===== src/rtl/fifo_arb_pkg.sv =====
// Shared types and helpers for the FIFO push-port arbiter.
// Holds the arbiter state encoding and the grant index width rule.
package fifo_arb_pkg;

  typedef enum logic [0:0] {
    IDLE = 1'b0,
    XFER = 1'b1
  } arb_state_e;

  function automatic int id_width(input int n);
    return (n > 1) ? $clog2(n) : 1;
  endfunction

endpackage


===== src/rtl/rr_pick.sv =====
// Round-robin winner selection: first request at or above the pointer.
// Purely combinational; wraps modulo N_REQ.
module rr_pick
  import fifo_arb_pkg::*;
#(
  parameter int N_REQ = 4,
  localparam int IW = id_width(N_REQ)
) (
  input  logic [N_REQ-1:0] i_req,
  input  logic [IW-1:0]    i_ptr,
  output logic [IW-1:0]    o_idx,
  output logic             o_any
);

  logic [IW-1:0] w_cand [N_REQ];

  for (genvar k = 0; k < N_REQ; k++) begin : g_cand
    assign w_cand[k] = IW'((32'(i_ptr) + k) % N_REQ);
  end

  // Walk offsets from farthest to nearest so the nearest hit wins.
  always_comb begin
    o_idx = '0;
    o_any = 1'b0;
    for (int k = N_REQ - 1; k >= 0; k--) begin
      if (i_req[w_cand[k]]) begin
        o_idx = w_cand[k];
        o_any = 1'b1;
      end
    end
  end

endmodule


===== src/rtl/fifo_push_arbiter.sv =====
// Shares one FIFO push port among N_REQ packet requesters.
// Grant is locked per packet; a beat watchdog forces release.
module fifo_push_arbiter
  import fifo_arb_pkg::*;
#(
  parameter int N_REQ     = 4,
  parameter int DWIDTH    = 32,
  parameter int MAX_BEATS = 16,
  localparam int IW = id_width(N_REQ)
) (
  input  logic                    aclk,
  input  logic                    areset,
  input  logic [N_REQ-1:0]        s_valid,
  input  logic [N_REQ-1:0]        s_last,
  input  logic [N_REQ*DWIDTH-1:0] s_data,
  output logic [N_REQ-1:0]        s_ready,
  output logic                    push,
  output logic [DWIDTH-1:0]       push_data,
  input  logic                    full,
  output logic                    busy,
  output logic [IW-1:0]           grant_id,
  output logic                    err_overlong
);

  localparam int CW = $clog2(MAX_BEATS + 1);

  arb_state_e    r_state;
  logic [IW-1:0] r_rr_ptr;
  logic [IW-1:0] r_grant_id;
  logic [CW-1:0] r_beat_cnt;
  logic          r_err;

  logic [IW-1:0]     w_win;
  logic              w_any;
  logic              w_xfer;
  logic              w_accept;
  logic              w_last;
  logic              w_force;
  logic [CW-1:0]     w_cnt_nxt;
  logic [IW-1:0]     w_ptr_nxt;
  logic [DWIDTH-1:0] w_data [N_REQ];

  rr_pick #(.N_REQ(N_REQ)) u_pick (
    .i_req (s_valid),
    .i_ptr (r_rr_ptr),
    .o_idx (w_win),
    .o_any (w_any)
  );

  for (genvar i = 0; i < N_REQ; i++) begin : g_data
    assign w_data[i] = s_data[i*DWIDTH +: DWIDTH];
  end

  assign w_xfer    = (r_state == XFER);
  assign w_accept  = w_xfer & s_valid[r_grant_id] & ~full;
  assign w_cnt_nxt = r_beat_cnt + CW'(1);
  assign w_last    = w_accept & s_last[r_grant_id];
  assign w_force   = w_accept & ~s_last[r_grant_id]
                   & (w_cnt_nxt == CW'(MAX_BEATS));
  assign w_ptr_nxt = (r_grant_id == IW'(N_REQ - 1))
                   ? '0 : r_grant_id + IW'(1);

  always_comb begin
    s_ready = '0;
    if (w_xfer) s_ready[r_grant_id] = ~full;
  end

  assign push         = w_accept;
  assign push_data    = w_data[r_grant_id];
  assign busy         = w_xfer;
  assign grant_id     = r_grant_id;
  assign err_overlong = r_err;

  always_ff @(posedge aclk or posedge areset) begin
    if (areset) begin
      r_state    <= IDLE;
      r_rr_ptr   <= '0;
      r_grant_id <= '0;
      r_beat_cnt <= '0;
      r_err      <= 1'b0;
    end else begin
      r_err <= w_force;
      unique case (r_state)
        IDLE: begin
          if (w_any) begin
            r_grant_id <= w_win;
            r_beat_cnt <= '0;
            r_state    <= XFER;
          end
        end
        XFER: begin
          if (w_accept) r_beat_cnt <= w_cnt_nxt;
          if (w_last || w_force) begin
            r_rr_ptr <= w_ptr_nxt;
            r_state  <= IDLE;
          end
        end
        default: r_state <= IDLE;
      endcase
    end
  end

endmodule


===== config.mk =====
export PLATFORM = sky130hd
export DESIGN_NAME = fifo_push_arbiter
export DESIGN_NICKNAME = d
export VERILOG_FILES = /design/src/rtl/fifo_arb_pkg.sv /design/src/rtl/rr_pick.sv /design/src/rtl/fifo_push_arbiter.sv
export SDC_FILE = /design/constraint.sdc
export NUM_CORES = 1
export LEC_CHECK = 0
export ABC_AREA = 1
export CELL_PAD_IN_SITES_DETAIL_PLACEMENT = 0
export CELL_PAD_IN_SITES_GLOBAL_PLACEMENT = 1
export CORE_AREA = 2 2 120 93
export DETAILED_ROUTE_END_ITERATION = 10
export DIE_AREA = 0 0 122 95
export GPL_TIMING_DRIVEN = 0
export HOLD_SLACK_MARGIN = 0.03
export PLACE_DENSITY_LB_ADDON = 0.25
export SLEW_MARGIN = 30
export SYNTH_ARGS = -nofsm -noshare
export SYNTH_HDL_FRONTEND = slang
export SYNTH_SLANG_ARGS = --single-unit
export TNS_END_PERCENT = 20

===== constraint.sdc =====
create_clock -name aclk -period 1.9 [get_ports aclk]
set_input_delay 0.38 -clock aclk [delete_from_list [all_inputs] [get_ports aclk]]
set_output_delay 0.38 -clock aclk [all_outputs]
set_load 0.01 [all_outputs]

* Word-level counts from Yosys, hierarchy flattened *
Cells that the tools add are included.

operators by class
  add/subtract/negate cells = 5
  magnitude comparators = 7
  equal/unequal tests = 4
  muxes and demuxes = 33
  bitwise operators = 10
  reduce and logical (&&, ||, !) cells = 5

operators by type and width
  operator                                                               count
  32-bit binary-select mux with 2-bit select                             1
  32-bit 2-to-1 mux                                                      2
  2-bit by 3-bit < comparator with 1-bit output, second input constant   5
  1-bit 2-to-1 mux                                                       13
  1-bit binary-select mux with 2-bit select                              6
  2-bit 2-to-1 mux                                                       5
  5-bit 2-to-1 mux                                                       2
  5-bit case mux with 2 select lines                                     1
  2-bit AND reduction                                                    3
  5-bit by 1-bit adder with 5-bit output, second input constant          1
  1-bit AND                                                              5
  5-bit equality test, second input constant                             1
  2-bit by 1-bit adder with 2-bit output, second input constant          2
  2-bit adder, second input constant                                     2
  4-bit AND                                                              1
  4-bit 2-to-1 mux                                                       1
  2-bit by 1-bit != test with 1-bit output, second input constant        2
  3-bit >= comparator, second input constant                             1
  1-bit inverter                                                         3
  2-bit inverter with 3-bit output                                       1
  1-bit demux with 2-bit select                                          1
  2-bit equality test, second input constant                             1
  2-bit by 1-bit >= comparator with 1-bit output, second input constant  1
  1-bit case mux with 2 select lines                                     1
  2 further kinds                                                        2

word-level totals
  register bits after elaboration = 11
  input port bits = 139
  output and inout port bits = 41
  logic and storage cells = 69

* Logic depth before layout (Yosys ltp) *
  word-level depth = 9
  mapped depth = 11
  gate-level depth less buffers = 10

* Hierarchy *
From an unflattened synthesis, not the netlist that was laid out.

unflattened totals
  cell total of the unflattened synthesis = 334
  area, all modules = 1830.5 µm²

by module, submodules not included
  module             instances  cells each  area an instance (µm²)  seq. area each (µm²)
  fifo_push_arbiter  1          290         1605.3                  275.3
  rr_pick            1          44          225.2                   0.0

* Worst setup path after synthesis *
Ideal clock, no wire load.

  kind = register to output
  start point = reg r_grant_id[0], in the netlist grant_id[0]
  end point = out s_ready[0]
  data arrival time = 1.329 ns
  data required time = 1.520 ns
  path slack = 0.191 ns
  stages on the path, launching flop included = 8
  buffers on the path = 3
  cells stage by stage = dfrtp_1 -> buf_6 -> inv_2 -> buf_4 -> buf_2 -> ha_1 -> inv_1 -> nor2_1

between the ends
  word-level cells in the longest chain between the ends = 6
  elaborated cells on any way between the ends = 7
  classes of those cells = 2 x order compare; 3 x mux; 1 x bitwise; 1 x reduce/logical

ends and longest elaborated chain
  element                                                                                                                                RTL line                 text
  from (decl)                                                                                                                            fifo_push_arbiter.sv:29  logic [IW-1:0] r_grant_id;
  from (signal assigned)                                                                                                                 fifo_push_arbiter.sv:86  r_grant_id <= w_win;
  2-bit by 3-bit < comparator with 1-bit output (not written as such) or 2-bit by 1-bit >= comparator with 1-bit output (tied branches)  fifo_push_arbiter.sv:65  if (w_xfer) s_ready[r_grant_id] = ~full;
  1-bit logical AND (not written as such)                                                                                                fifo_push_arbiter.sv:65
  1-bit 2-to-1 mux (not written as such)                                                                                                 fifo_push_arbiter.sv:65
  1-bit demux with 2-bit select (*)                                                                                                      fifo_push_arbiter.sv:65
  4-bit AND (no line) (*)                                                                                                                -
  4-bit 2-to-1 mux (*)                                                                                                                   fifo_push_arbiter.sv:65
  to (decl)                                                                                                                              fifo_push_arbiter.sv:16  output logic [N_REQ-1:0] s_ready,

Every way passes the cells marked *; elsewhere a longest branch is shown, timed or not.

* Worst setup path in the final report *
  start point = reg r_grant_id[0], in the netlist grant_id[0]
  end point = out push

between the ends
  word-level cells in the longest chain between the ends = 4

ends and longest elaborated chain
  element                                    RTL line                 text
  1-bit binary-select mux with 2-bit select  fifo_push_arbiter.sv:55  assign w_accept = w_xfer & s_valid[r_grant_id] & ~full;
  1-bit 2-to-1 mux (not written as such)     fifo_push_arbiter.sv:55
  1-bit AND (2 in a row)                     fifo_push_arbiter.sv:55
  to (decl)                                  fifo_push_arbiter.sv:17  output logic push,

Every way passes these cells. The select of a mux whose other input is x is not followed.

==> impl_table.tex <==
\begin{tabular}{lr}
\hline
Metric & Value \\
\hline
\multicolumn{2}{l}{\textbf{Run status}} \\
Status & finished clean \\
\multicolumn{2}{l}{\textbf{Power and ir drop}} \\
Leakage & around 1.8 nW \\
Total power consumption of the routed design & 5.15 mW \\
Maximum vdd drop & 0.404 mV \\
Power density normalized to cell area & between 1000 and 1500 mW/mm\^{}2 \\
\multicolumn{2}{l}{\textbf{Global routing}} \\
Wire length of the first global-routing pass & between 10 and 15 mm \\
Most used routing layer in global routing & met2 \\
Number of global-route vias before repair & 2935 \\
Global routing met2 resource utilization & between 30\% and 40\% \\
Met3 global-route usage & under 10\% \\
Total Routing Usage GR & about 17\% \\
Remaining global-route overflow & 0 \\
Initial antenna violation count & 0 \\
Met1 track demand over resource & 19.5\% \\
Pin count of the biggest net entering global routing & 12 \\
\multicolumn{2}{l}{\textbf{Synthesis}} \\
Synth async-reset ratio & 100\% \\
Combined area of all synthesized cells & around 0.0018 sq mm \\
Syn\_area\_per\_cell & around 5.7 sq um \\
Number of flops mapped to enable cells by yosys & 0 \\
Largest area contributor in the netlist & o21ai\_0 \\
Prevailing post-synth register cell & dfrtp\_1 \\
Synth top area share & around 18\% \\
Count of distinct cell types in the synthesized netlist & 28 \\
Cell types with the largest area share after synthesis & o21ai\_0, nor2\_1, dfrtp\_1 \\
Synth Net Count & 464 \\
Number of register bits inferred by synthesis & 11 \\
Warnings, synthesis & 0 \\
Sequential-to-total area share from yosys stat & roughly 15\% \\
Cell count after synthesis & approximately 320 \\
\multicolumn{2}{l}{\textbf{Floorplan}} \\
Top-Level Pins & 180 \\
Horizontal extent of the die & approximately 120 um \\
Starting Density & 17.3\% \\
Full die area & 0.0116 sq mm \\
Number of rows in the core area & 33 \\
Core footprint & between 0.01 and 0.015 sq mm \\
Height of the die & between 90 and 100 um \\
\multicolumn{2}{l}{\textbf{STA}} \\
Setup TNS & 0 ns \\
Count of final setup violators & 0 \\
Final clock period utilization by the worst path & between 90\% and 100\% \\
Rel. slew slack & a little over two thirds \\
Slew of the pin with the lowest slew margin & $\sim$0.44 ns \\
Clock skew after layout & around 0.0018 ns \\
Final number of hold-violating endpoints & 0 \\
Number of max-slew violations in the final report & 0 \\
Fin crit period & between 1.5 and 2 ns \\
Worst hold slack after final layout & 0.445 ns \\
Worst setup margin & between 0.01 and 0.015 ns \\
Maximum clock rate & 0.530 GHz \\
Setup repair after global routing missed its margin & true \\
\multicolumn{2}{l}{\textbf{Layout}} \\
Post-layout nets & between 600 and 700 \\
Layout cells sized above 1 & between 20\% and 30\% \\
Post-route standard cell area excluding fillers & approximately 0.004 sq mm \\
Number of filler instances in the final layout & roughly 1.2k \\
Count of inserted antenna diode cells & 0 \\
Post-route non-filler standard cell count & 660 \\
Area growth from synthesis to layout & 124\% \\
Final core occ & between 30\% and 40\% \\
\multicolumn{2}{l}{\textbf{Routing}} \\
Post-DR vias/cell & $\sim$4.4 \\
\# DRC & 0 \\
Number of iterations in the first detailed-routing pass & 4 \\
Final WL & around 10 mm \\
Routed wire per std cell & roughly 15 um \\
ANT nets after route & 0 \\
Total vias in the final route & between 2k and 3k \\
Number of violations reported at the end of detailed-routing iteration 0 & between 100 and 150 \\
\multicolumn{2}{l}{\textbf{Setup path}} \\
Crit Path Category & reg -> out \\
Max incr delay on CP & between 0.3 and 0.4 ns \\
CP Data Arrival Time & roughly 1.5 ns \\
Worst path bufs/invs & 4 \\
Crit-path max FO & 6 \\
Critical-path cell with the highest stage delay & dfrtp\_1 \\
Critical path, cell by cell & buf\_6, buf\_4, o211ai\_1, nand2\_1, nand2\_4, inv\_4, buf\_2 \\
Kind of cell adding the most delay to the critical path & buffers and inverters \\
Critical path endpoint category & output pin \\
Required time at the endpoint of the critical path & around 1.5 ns \\
Kind of start point of the critical path & register \\
\multicolumn{2}{l}{\textbf{Placement}} \\
Half-perimeter wire length of the detailed placement result & just under 8 mm \\
Input/output buffers & between 150 and 200 \\
Number of instances in the placed design & 638 \\
Area after detailed placement & around 0.0038 sq mm \\
Dpl ws & -0.541 ns \\
Final weighted congestion in routability-driven placement & around 0.82 \\
\multicolumn{2}{l}{\textbf{CTS}} \\
Root buffer cell & clkbuf\_16 \\
Post-CTS clock slew at the launch and capture registers of the worst setup and hold paths & approximately 0.040 ns \\
Sink count of the clock tree & 11 \\
TritonCTS Buffers & 3 \\
Clk Latency, worst-skew pair & approximately 0.24 ns \\
TritonCTS clock tree & yes \\
H-Tree Depth & 1 \\
CTS Buffer Depth & 2 \\
\multicolumn{2}{l}{\textbf{Min path}} \\
Class of the tightest hold or removal check & in -> async \\
\multicolumn{2}{l}{\textbf{Run}} \\
Maximum Capacitance Violations & 0 \\
\hline
\end{tabular}
[cells in the final DEF, fill, tap and decap left out, types with 6 or more instances in the layout]
cell type and instances:
buf_4 18, nand2_1 38, buf_2 35, clkdlybuf4s50_1 140
o21ai_1 24, buf_6 8, inv_1 19, dfrtp_1 11
nand3_1 18, o22ai_1 31, nor2_1 73, o21ai_0 41
nand2_2 6
[cells in the mapped netlist (3+ instances only)]
cell	number
nor2_1	76
o211ai_1	3
clkbuf_1	8
inv_1	20
nand2_2	6
dfrtp_1	11
nand3_1	18
ha_1	6
inv_2	4
o21ai_0	64
buf_6	3
nand2_1	38
o22ai_1	32
buf_2	10
xor2_1	3
[where the power goes]
| part | leakage, nW | internal (mW) | total, mW | switching (mW) |
|---|---|---|---|---|
| logic | 1.61 | 2.06 | 4.35 | 2.29 |
| clock network | 0.0382 | 0.281 | 0.382 | 0.100 |
| registers | 0.139 | 0.323 | 0.418 | 0.0950 |
[routing by layer]
layer  share of wire [%]  up-vias
met5                   0        -
met4                 1.9        0
met3                 8.0       12
met2                  48      110
met1                  43     1323
li1                    -     1482
[kinds of logic (layout without fill, tap and decap cells)]
family / Yosys count / in the layout / synth area share (%)
AND/OR/NAND/NOR: 143 / 143 / 33.5
AO/OA/AOI/OAI: 106 / 106 / 32.8
buffers and inverters: 49 / 250 / 12.5
flip-flops: 11 / 11 / 15.2
adder cells (fa/ha/maj): 6 / 6 / 4.13
XOR/XNOR: 4 / 4 / 1.93
[area by class of cell]
type / count / area, sq um / area share, %
multi-input cells: 259 / 1340 / 33.0
inverters: 26 / 118 / 2.89
plain buffers: 23 / 275 / 6.75
well taps: 140 / 175 / 4.30
flip-flops and latches: 11 / 275 / 6.75
repair buffers: 197 / 1810 / 44.4
clock buffers: 4 / 78.8 / 1.93
[state kept, by name, indices dropped and copies added (netlist names)]
name,flops
grant_id,2
r_rr_ptr,2
err_overlong,1
busy,1
r_beat_cnt,5
[final timing paths]
| kind | endpoint | cells past startpoint | from | slack [ns] |
|---|---|---|---|---|
| setup / recovery | push | 7 | grant_id[0]$_DFFE_PP0P_ | 0.01 |
| hold / removal | r_beat_cnt[4]$_DFFE_PP0P_ | 2 | areset | 0.45 |
| setup reg to reg | r_rr_ptr[0]$_DFFE_PP0P_ | 11 | grant_id[0]$_DFFE_PP0P_ | 0.26 |
| hold reg to reg | r_beat_cnt[4]$_DFFE_PP0P_ | 2 | r_beat_cnt[4]$_DFFE_PP0P_ | 0.53 |
| max in group asynchronous | grant_id[1]$_DFFE_PP0P_ | 2 | areset | 1.15 |
| min in group aclk | r_beat_cnt[4]$_DFFE_PP0P_ | 2 | r_beat_cnt[4]$_DFFE_PP0P_ | 0.53 |
[worst reg2reg max path, stage by stage (launching register included)]
cell and delay (ns):
dfrtp_1 0.39, buf_6 0.15, buf_4 0.14, nand2_1 0.06, o211ai_1 0.08, nand2_1 0.13, nand2_4 0.07, buf_4 0.17
nor2_1 0.11, nand2_1 0.10, nand3_1 0.08, nand2_1 0.05
[repair_timing]
action / CTS / global route
gates resized for setup: 207 / 33
buffers inserted: 12 / 2
hold buffers: 0 / 0
endpoints found under the setup margin: 37 / 35
pin swaps: 5 / 18
cloned: 4 / 0
No activity file was read; power rests on OpenSTA's default activity.
